<file path="src/rtl/ram_pkg.sv">
// Shared types and defaults for the byte-enabled synchronous RAM and its clear sequencer.
package ram_pkg;

    localparam int DEF_ADDR_SIZE   = 4;
    localparam int DEF_WORD_SIZE   = 16;
    localparam int DEF_MEMORY_SIZE = 16;
    localparam int DEF_CLR_VALUE   = 0;

    typedef enum logic {
        CLEAR = 1'b0,
        IDLE  = 1'b1
    } ram_state_t;

    function automatic int lane_count(input int word_size);
        return word_size / 8;
    endfunction

endpackage

</file>
<file path="src/rtl/ram_clr_seq.sv">
// Clear engine: walks every word after reset or on request, and owns the array write port mux.
module ram_clr_seq
    import ram_pkg::*;
#(
    parameter int                   ADDR_SIZE   = DEF_ADDR_SIZE,
    parameter int                   WORD_SIZE   = DEF_WORD_SIZE,
    parameter int                   MEMORY_SIZE = DEF_MEMORY_SIZE,
    parameter logic [WORD_SIZE-1:0] CLR_VALUE   = WORD_SIZE'(DEF_CLR_VALUE)
) (
    input  logic                             clk,
    input  logic                             rst_n,
    input  logic                             clr,
    input  logic                             user_we,
    input  logic [ADDR_SIZE-1:0]             user_addr,
    input  logic [WORD_SIZE-1:0]             user_data,
    input  logic [lane_count(WORD_SIZE)-1:0] user_be,
    output logic                             busy,
    output logic                             mem_we,
    output logic [ADDR_SIZE-1:0]             mem_addr,
    output logic [WORD_SIZE-1:0]             mem_data,
    output logic [lane_count(WORD_SIZE)-1:0] mem_be
);

    // One extra pointer bit so a full 2^ADDR_SIZE array ends without wrapping to 0.
    localparam logic [ADDR_SIZE:0] LAST_PTR = (ADDR_SIZE + 1)'(MEMORY_SIZE - 1);

    ram_state_t           state;
    logic [ADDR_SIZE:0]   clr_ptr;

    // NOTE: sequential state uses non-blocking assignments so every register samples pre-edge values.
    always_ff @(posedge clk or negedge rst_n) begin
        if (!rst_n) begin
            state   <= CLEAR;
            clr_ptr <= '0;
            busy    <= 1'b1;
        end else begin
            case (state)
                CLEAR: begin
                    if (clr_ptr == LAST_PTR) begin
                        state   <= IDLE;
                        busy    <= 1'b0;
                        clr_ptr <= '0;
                    end else begin
                        clr_ptr <= clr_ptr + 1'b1;
                    end
                end
                IDLE: begin
                    if (clr) begin
                        state   <= CLEAR;
                        busy    <= 1'b1;
                        clr_ptr <= '0;
                    end
                end
            endcase
        end
    end

    // NOTE: every output gets a default first so the mux cannot infer a latch.
    always_comb begin
        mem_we   = user_we;
        mem_addr = user_addr;
        mem_data = user_data;
        mem_be   = user_be;
        if (state == CLEAR) begin
            mem_we   = 1'b1;
            mem_addr = clr_ptr[ADDR_SIZE-1:0];
            mem_data = CLR_VALUE;
            mem_be   = '1;
        end
    end

endmodule

</file>
<file path="src/rtl/ram_sync_bwe.sv">
// Synchronous RAM with per-byte write enables, registered write-first read and a hardware clear engine.
module ram_sync_bwe
    import ram_pkg::*;
#(
    parameter int                   ADDR_SIZE   = DEF_ADDR_SIZE,
    parameter int                   WORD_SIZE   = DEF_WORD_SIZE,
    parameter int                   MEMORY_SIZE = DEF_MEMORY_SIZE,
    parameter logic [WORD_SIZE-1:0] CLR_VALUE   = WORD_SIZE'(DEF_CLR_VALUE)
) (
    input  logic                             clk,
    input  logic                             rst_n,
    input  logic                             cs,
    input  logic                             wr,
    input  logic [ADDR_SIZE-1:0]             wr_addr,
    input  logic [WORD_SIZE-1:0]             data_in,
    input  logic [lane_count(WORD_SIZE)-1:0] be,
    input  logic                             rd,
    input  logic [ADDR_SIZE-1:0]             rd_addr,
    input  logic                             clr,
    output logic [WORD_SIZE-1:0]             data_out,
    output logic                             rd_valid,
    output logic                             addr_err,
    output logic                             busy
);

    localparam int                 LANES     = lane_count(WORD_SIZE);
    localparam logic [ADDR_SIZE:0] MEM_LIMIT = (ADDR_SIZE + 1)'(MEMORY_SIZE);

    logic [WORD_SIZE-1:0] mem [MEMORY_SIZE];

    logic                 access_ok;
    logic                 wr_req;
    logic                 rd_req;
    logic                 wr_in_range;
    logic                 rd_in_range;
    logic                 wr_en;
    logic [WORD_SIZE-1:0] rd_word;

    logic                 mem_we;
    logic [ADDR_SIZE-1:0] mem_addr;
    logic [WORD_SIZE-1:0] mem_data;
    logic [LANES-1:0]     mem_be;

    // A clr request takes priority over any access presented in the same cycle.
    assign access_ok   = cs & ~busy & ~clr;
    assign wr_req      = access_ok & wr;
    assign rd_req      = access_ok & rd;
    assign wr_in_range = ({1'b0, wr_addr} < MEM_LIMIT);
    assign rd_in_range = ({1'b0, rd_addr} < MEM_LIMIT);
    assign wr_en       = wr_req & wr_in_range;

    ram_clr_seq #(
        .ADDR_SIZE  (ADDR_SIZE),
        .WORD_SIZE  (WORD_SIZE),
        .MEMORY_SIZE(MEMORY_SIZE),
        .CLR_VALUE  (CLR_VALUE)
    ) u_clr_seq (
        .clk      (clk),
        .rst_n    (rst_n),
        .clr      (clr),
        .user_we  (wr_en),
        .user_addr(wr_addr),
        .user_data(data_in),
        .user_be  (be),
        .busy     (busy),
        .mem_we   (mem_we),
        .mem_addr (mem_addr),
        .mem_data (mem_data),
        .mem_be   (mem_be)
    );

    // NOTE: the array has no reset so it maps onto RAM macros; the clear engine initialises it instead.
    always_ff @(posedge clk) begin
        if (mem_we) begin
            for (int i = 0; i < LANES; i++) begin
                if (mem_be[i]) mem[mem_addr][8*i +: 8] <= mem_data[8*i +: 8];
            end
        end
    end

    // Write-first: a same-address write this cycle overrides the enabled lanes of the stored word.
    always_comb begin
        rd_word = mem[rd_addr];
        if (wr_en && (wr_addr == rd_addr)) begin
            for (int i = 0; i < LANES; i++) begin
                if (be[i]) rd_word[8*i +: 8] = data_in[8*i +: 8];
            end
        end
    end

    always_ff @(posedge clk or negedge rst_n) begin
        if (!rst_n) begin
            data_out <= '0;
            rd_valid <= 1'b0;
            addr_err <= 1'b0;
        end else begin
            rd_valid <= rd_req;
            addr_err <= (rd_req & ~rd_in_range) | (wr_req & ~wr_in_range);
            if (rd_req) data_out <= rd_in_range ? rd_word : '0;
        end
    end

endmodule

</file>
<file path="config.mk">
export PLATFORM = sky130hd
export DESIGN_NAME = ram_sync_bwe
export DESIGN_NICKNAME = d
export VERILOG_FILES = /design/src/rtl/ram_pkg.sv /design/src/rtl/ram_clr_seq.sv /design/src/rtl/ram_sync_bwe.sv
export SDC_FILE = /design/constraint.sdc
export NUM_CORES = 1
export LEC_CHECK = 0
export ABC_CLOCK_PERIOD_IN_PS = 1800
export CAP_MARGIN = 20
export CORE_ASPECT_RATIO = 0.6
export CORE_MARGIN = 3
export CORE_UTILIZATION = 54
export DETAILED_ROUTE_END_ITERATION = 16
export GPL_TIMING_DRIVEN = 0
export PLACE_DENSITY = 0.75
export SLEW_MARGIN = 20
export SYNTH_ARGS = -nofsm -noshare
export SYNTH_HDL_FRONTEND = slang
export SYNTH_SLANG_ARGS = --single-unit
export TNS_END_PERCENT = 20
</file>
<file path="constraint.sdc">
create_clock -name clk -period 1.8 [get_ports clk]
set_input_delay 0.45 -clock clk [delete_from_list [all_inputs] [get_ports clk]]
set_output_delay 0.45 -clock clk [all_outputs]
set_load 0.03 [all_outputs]
</file>
==> summary.md, run 1 <==
| Metric | Value |
|---|---|
| Status | complete, but fails checks |
| Failing checks | negative setup slack |
| Die width | 193 µm |
| Cts bufs inserted | 25 |
| TritonCTS clock tree | yes |
| Area of the mapped netlist | 0.0114 mm² |
| Post-DR vias/cell | 6.55 |
| Share of the cycle needed by the critical path after routing | 104% |
| Max-cap violation count | 0 |
| Final #Nets | 739 |
| Number of vias in the routed layout | 6536 |
| Final Hold Slack | 0.136 ns |
| Kind of cell adding the most delay to the critical path | simple AND/OR/NAND/NOR gates |
| Number of unique standard cell types used by synthesis | 49 |
| Maximum fanout along the worst path | 10 |
| Synthesis-to-finish area growth | 24.3% |
| Data arrival, critical path | 2.08 ns |
| DR DRC count | 0 |
| Critical path capture point type | register |
| Startpoint Class | register |
| Total of buffers placed on input and output ports | 47 |
| Syn Area/Cell | 19.4 µm² |
| CTS clock-pin slew for the worst setup and hold paths | 0.07 ns |
| Final number of hold-violating endpoints | 0 |
| Placed wire-length estimate after detailed placement | 18300 µm |
| Sequential cell area fraction in the yosys report | 72.8% |
| WL per Instance | 30.9 µm |
| Number of global-route vias before repair | 6383 |
| Delay of the slowest critical-path stage | 0.44 ns |
| Post-layout total power | 21.1 mW |
| Later-pin clock latency in the skew report | 0.54 ns |
| FF+latch count, synth | 280 |
| Sum of routed wire length over all layers | 30800 µm |
| Worst endpoint required time | 2.00 ns |
| Number of DRC markers after the initial detailed-route iteration | 970 |
| Power density over cell area | 1490 mW/mm² |
| Clock H-tree levels | 1 |
| Global-route wire length before repair | 43200 µm |
| Async S/R FF share, synth | 8.57% |
| Pin slew with the least headroom to its limit | 0.633 ns |
| Layout Cells excl Fill | 998 |
| Most common flop cell mapped by yosys | edfxtp_1 |
| Antenna violations before repair | 0 |
| Number of flops mapped to enable cells by yosys | 256 |
| Ratio of cells with drive above 1 in the final layout | 37.8% |
| Initial standard-cell utilization of the core | 55.9% |
| Worst R2R Path Depth | 5 |
| Post-Place Cell Area | 0.0122 mm² |
| Final design utilization | 69.5% |
| Die area | 0.0229 mm² |
| Net Count, Synth | 620 |
| Final number of max-transition violations | 0 |
| Final Instance Area | 0.0142 mm² |
| Sum of overflow across all layers after global routing | 0 |
| Total I/O pin count | 51 |
| Headroom to the max-slew limit | 57.8% |
| Hold Path Depth | 2 |
| Setup Viol. Count Final | 113 |
| Clk buf depth | 3 |
| Critical path, cell by cell | clkbuf_8 > nor2_4 > a31oi_4 > a21o_4 > nor2_4 |
| Unrepaired setup endpoints after global routing | yes |
| Number of standard cells after synthesis | 587 |
| Number of cells in the design after placement | 907 |
| Diodes inserted | 0 |
| Drt pass-1 iters | 5 |
| Yosys warns | 0 |
| Cell repeated most along the worst path | nor2_4 |
| Buffer type at the clock tree root | clkbuf_16 |
| Post-route antenna net violation count | 0 |
| Master of the slowest instance on the critical path | dfrtp_2 |
| Class of the worst hold path | input port to register |
| Final estimated routing congestion in global placement | 0.881 |
| Setup Crit Path Kind | register to register |
| Final setup skew | 0.0119 ns |
| Post-route minimum period | 1.88 ns |
| VDD IR max | 838 µV |
| Fmax achieved | 0.532 GHz |
| Placement Rows | 40 |
| Critical path buffers and inverters | 1 |
| Total number of cells along the worst setup path | 5 |
| Total global routing track utilization | 26.0% |
| Static Leakage | 4.88 nW |
| Die height | 118 µm |
| Count of clock tree sinks | 280 |
| Smallest setup slack after layout | -0.0792 ns |
| Core Area | 0.0204 mm² |
| Pin count of the biggest net entering global routing | 25 |
-- state kept, by name, summed over array words and instances (netlist names) --
register and cells:
mem 256, data_out 16, u_clr_seq.clr_ptr 5, rd_valid 1, u_clr_seq.busy 1, u_clr_seq.state 1
-- final timing paths --
check / start / slack [ns] / to
max: u_clr_seq.state / -0.08 / mem[12][8]
min: clr / 0.14 / u_clr_seq.clr_ptr[3]
max reg2reg: u_clr_seq.state / -0.08 / mem[12][8]
min reg2reg: data_out[1] / 0.53 / data_out[1]
max in group asynchronous: rst_n / 0.87 / u_clr_seq.clr_ptr[1]
min in group asynchronous: rst_n / 0.48 / data_out[9]
-- logic make-up (layout without fill, tap and decap cells) --
logic type      count (synthesis)  after routing  share of synthesized area [%]
simple gates                  111            111                           5.19
mux                            65             65                           13.5
flops                         280            280                           72.8
buf+inv                        41            179                           2.34
compound gates                 82             82                           5.46
fa+ha+maj                       1              1                          0.110
xor+xnor                        6              6                          0.527
other cells                     1              1                         0.0329
-- report_power, final --
part,switching [mW],internal (mW),leakage (nW)
clock,2.33,2.89,0.382
combinational,3.91,2.55,1.80
sequential,0.563,8.90,2.69
total,6.80,14.3,4.88
-- worst register-to-register path: cells and delay by family, from the launching register on --
| family | cells | cell delay [ns] |
|---|---|---|
| and+or+nand+nor | 2 | 0.46 |
| AOI/OAI and AO/OA | 2 | 0.42 |
| buffers and inverters | 1 | 0.21 |
| DFF | 1 | 0.44 |
-- repair_timing --
item                                   4_1_cts  5_1_grt
endpoints found under the hold margin       23        0
pin swaps                                   28        9
setup buffers                               29       17
hold buffers                                 1        0
setup endpoints to repair                  405      513
resized for setup                          163       58
cloned                                       0        1
-- area by class of cell --
type | count | area, µm²
clock buffers | 31 | 658
inverters | 9 | 33.8
clock inverters | 15 | 128
multi-input cells | 266 | 3330
flip-flops and latches | 280 | 8300
fillers | 1140 | 6210
plain buffers | 29 | 297
repair buffers | 95 | 1070
well taps | 273 | 342
-- stage by stage --
stage / setup TNS (ns) / worst slack (ns)
after floorplan: -30.16 / -0.136
after global placement: -295.31 / -0.950
after detailed placement: -333.63 / -1.04
after CTS: -6.90 / -0.138
after global routing: -5.22 / -0.102
final: -2.16 / -0.0792
-- synth_stat cells, types with 2 or more instances --
library cell,number,area (µm²)
a22o_1,26,228
o31ai_2,2,25.0
o21ai_1,16,80.1
a31oi_1,3,18.8
a22oi_1,16,120
mux4_2,40,901
buf_12,5,100
inv_1,9,33.8
nor2b_1,2,12.5
buf_6,2,22.5
nor2_1,44,165
buf_2,9,45.0
mux4_1,24,631
and2_1,17,106
xnor2_1,4,35.0
nand2_1,17,63.8
a21oi_1,4,20.0
edfxtp_1,256,7690
dfrtp_1,23,576
a21o_1,2,15.0
nand2b_1,3,18.8
a22o_2,6,60.1
nor2_2,15,93.8
nor3_1,2,10.0
nand3_1,2,10.0
clkbuf_1,13,48.8
o22ai_1,2,12.5
nor4_4,2,42.5
-- layout by cell type, fill, tap and decap left out, types with 3 or more instances in the layout --
cell | netlist | final
edfxtp_1 | 256 | 256
mux4_2 | 40 | 49
nor2_4 | 0 | 34
buf_12 | 5 | 26
a22o_1 | 26 | 26
buf_4 | 1 | 25
clkbuf_16 | 0 | 25
clkdlybuf4s50_1 | 0 | 23
dlygate4sd2_1 | 0 | 20
nor2_2 | 15 | 18
dfrtp_1 | 23 | 18
a22oi_1 | 16 | 16
o21ai_1 | 16 | 16
mux4_1 | 24 | 15
nand2_1 | 17 | 10
buf_6 | 2 | 10
and2_2 | 0 | 7
and2_4 | 0 | 7
inv_1 | 9 | 7
nor2_1 | 44 | 7
clkbuf_1 | 13 | 6
clkbuf_2 | 1 | 6
a22o_2 | 6 | 6
clkinv_2 | 0 | 5
clkinv_1 | 0 | 5
dfrtp_2 | 0 | 5
buf_2 | 9 | 4
clkbuf_4 | 0 | 4
nand2_2 | 1 | 4
nand2_4 | 0 | 4
and2_1 | 17 | 3
a31oi_4 | 0 | 3
nand2b_4 | 0 | 3
a21oi_4 | 0 | 3
xnor2_1 | 4 | 3
-- routing by layer --
metal	vias up	routed length, µm	GRT usage, %
met5	-	0	0
met4	0	863	6.59
met3	91	4210	8.75
met2	510	13800	37.7
met1	3311	12000	38.5
li1	2624	-	-
(Power assumes the default switching activity.)
==> run 2, diff against run 1 <==
CORE_ASPECT_RATIO = 0.7   (was 0.6)
==> run 2 against run 1 <==
Compared with the run above: the flow still finishes with violations (negative setup slack); hold slack improved by 0.0010 ns; non-clock buffer count decreased by 5; maximum frequency down 0.90%; sequential power decreased by 0.4%; critical path depth rose by 2; core utilization grew 0.70 points; critical path type unchanged; combinational power is essentially flat; cell count decreased by 0.70%; global-route usage is 0.70 points lower; power hardly changed; largest cell class unchanged.
==> summary.md, run 2 (synthesis gave the netlist of run 1 again) <==
| Metric | Value |
|---|---|
| Number of DRC markers after the initial detailed-route iteration | 998 |
| Final setup skew | 0.00881 ns |
| Die height | 127 µm |
| Setup TNS after final layout | -5.25 ns |
| Data arrival, critical path | 2.14 ns |
| Capturing point of the worst reg2reg path | mem[2][9] |
| Origin of the worst min-delay path | clr |
| Count of clock tree sinks | 280 |
| Power density over cell area | 1490 mW/mm² |
| Status | complete, but fails checks |
| Worst setup path end | mem[2][9] |
| Fmax achieved | 0.527 GHz |
| Smallest setup slack after layout | -0.0963 ns |
| Number of vias in the routed layout | 6617 |
| Synthesis-to-finish area growth | 24.7% |
| Cts bufs inserted | 26 |
| Initial standard-cell utilization of the core | 56.3% |
| Die width | 180 µm |
| Pin count of the biggest net entering global routing | 25 |
| Final estimated routing congestion in global placement | 0.894 |
| Placed wire-length estimate after detailed placement | 17600 µm |
| Register-to-Register Setup Slack | -0.1 ns |
| Critical path capture point type | register |
| Total global routing track utilization | 25.3% |
| DR DRC count | 0 |
| Final #Nets | 735 |
| Final design utilization | 70.2% |
| Clk buf depth | 3 |
| Placement Rows | 43 |
| Drt pass-1 iters | 5 |
| Die area | 0.0229 mm² |
| Most common library cell in the layout ignoring fill and taps | edfxtp_1 |
| Max-cap violation count | 0 |
| Final number of hold-violating endpoints | 0 |
| Class of the worst hold path | input port to register |
| Final number of max-transition violations | 0 |
| Post-DR vias/cell | 6.68 |
| Core Area | 0.0202 mm² |
| Setup Viol. Count Final | 144 |
| Static Leakage | 4.91 nW |
| Worst endpoint required time | 2.05 ns |
| Antenna violations before repair | 0 |
| Startpoint of the worst-slack reg-to-reg timing path | u_clr_seq.clr_ptr[2] |
| Diodes inserted | 0 |
| Post-route minimum period | 1.90 ns |
| Commonest non-fill, non-tap cells in the layout | edfxtp_1 (256), mux4_2 (49), nor2_4 (33) |
| Global-route wire length before repair | 42800 µm |
| WL per Instance | 30.6 µm |
| Max FFs per register | 256 |
| TritonCTS clock tree | yes |
| Setup Crit Path Kind | register to register |
| Buffer type at the clock tree root | clkbuf_16 |
| Ratio of cells with drive above 1 in the final layout | 37.6% |
| Pin slew with the least headroom to its limit | 0.569 ns |
| Worst setup path startpoint | u_clr_seq.clr_ptr[2] |
| Post-route antenna net violation count | 0 |
| Number of fill cells in the layout | 1161 |
| Later-pin clock latency in the skew report | 0.53 ns |
| CTS clock-pin slew for the worst setup and hold paths | 0.06 ns |
| Sum of overflow across all layers after global routing | 0 |
| Biggest regs | mem (256), data_out (16), u_clr_seq.clr_ptr (5) |
| Total of buffers placed on input and output ports | 47 |
| Number of global-route vias before repair | 6406 |
| Unrepaired setup endpoints after global routing | yes |
| Sum of routed wire length over all layers | 30300 µm |
| Top register by number of flip-flops | mem |
| Total I/O pin count | 51 |
| Startpoint Class | register |
| Worst R2R Path Depth | 7 |
| Headroom to the max-slew limit | 62.1% |
| Failing checks | negative setup slack |
| Clock H-tree levels | 1 |
| Share of the cycle needed by the critical path after routing | 105% |
| Maximum fanout along the worst path | 8 |
| VDD IR max | 902 µV |
-- run 2: changes by cell type in the layout (fill, tap and decap cells not counted), sizes merged --
| cell | previous run | this run |
|---|---|---|
| clkdlybuf4s15 | 1 | 0 |
| dlymetal6s2s | 1 | 2 |
| dlygate4sd2 | 20 | 21 |
| clkdlybuf4s50 | 23 | 22 |
| inv | 10 | 9 |
| clkinvlp | 2 | 0 |
| bufinv | 2 | 1 |
| clkbuf | 43 | 45 |
| buf | 66 | 64 |
-- run 2: worst max-delay path, cell delays in order, from the launching register on --
cell     delay, ns
dfrtp_2       0.49
buf_4         0.18
nor3_4        0.27
a21oi_4       0.14
inv_2         0.11
nand2_4       0.12
nor2_4        0.15
buf_12        0.14
-- run 2: area by class of cell --
class	count	area, µm²	area share, %
sequential	280	8290	58.4
multi-input combinational	266	3340	23.5
timing repair buffer	89	1090	7.65
clock buffer	36	719	5.07
tap	270	338	2.38
buffer	30	312	2.19
clock inverter	11	78.8	0.555
inverter	9	33.8	0.238
-- run 2: what timing repair did --
item / in CTS / in global routing
setup endpoints to repair: 402 / 522
hold buffers: 0 / 1
hold endpoints to repair: 0 / 23
gates resized for setup: 156 / 73
pin swaps: 26 / 24
buffers inserted: 26 / 15
-- run 2: how the worst min path moves through the flow --
stage	endpoint	cells after the start	slack, ns
after global routing	u_clr_seq.state	2	0.15
after CTS	u_clr_seq.state	2	0.14
after detailed placement	data_out[8]	2	0.53
final	u_clr_seq.state	2	0.14
after global placement	u_clr_seq.clr_ptr[4]	1	0.51
after floorplan	data_out[0]	0	0.15
-- run 2: where the power goes --
part	switching, mW	internal [mW]	leakage, nW
clock network	2.34	2.93	0.393
registers	0.523	8.90	2.69
logic	3.90	2.56	1.82
-- run 2: metal layers --
layer  global-route usage (%)  up-vias  wire [µm]  part of all wire (%)
met3                     8.08       79       4060                    13
met5                        0        -          0                     0
li1                         -     2622          -                     -
met2                     37.3      512      13900                    46
met1                     37.6     3404      11600                    38
met4                     6.05        0        777                   2.6
-- run 2: through the flow --
| stage | total power [mW] | worst slack, ns | hold slack, ns | area (µm²) | instances |
|---|---|---|---|---|---|
| floorplan | 11.8 | -0.136 | 0.154 | 11400 | 587 |
| global placement | 13.2 | -0.951 | 0.509 | 12200 | 904 |
| detailed placement | 13.5 | -1.03 | 0.526 | 12200 | 904 |
| CTS | 20.2 | -0.127 | 0.139 | 13900 | 976 |
| global route | 21.8 | -0.0849 | 0.154 | 14200 | 991 |
| finish | 21.2 | -0.0963 | 0.137 | 14200 | 991 |
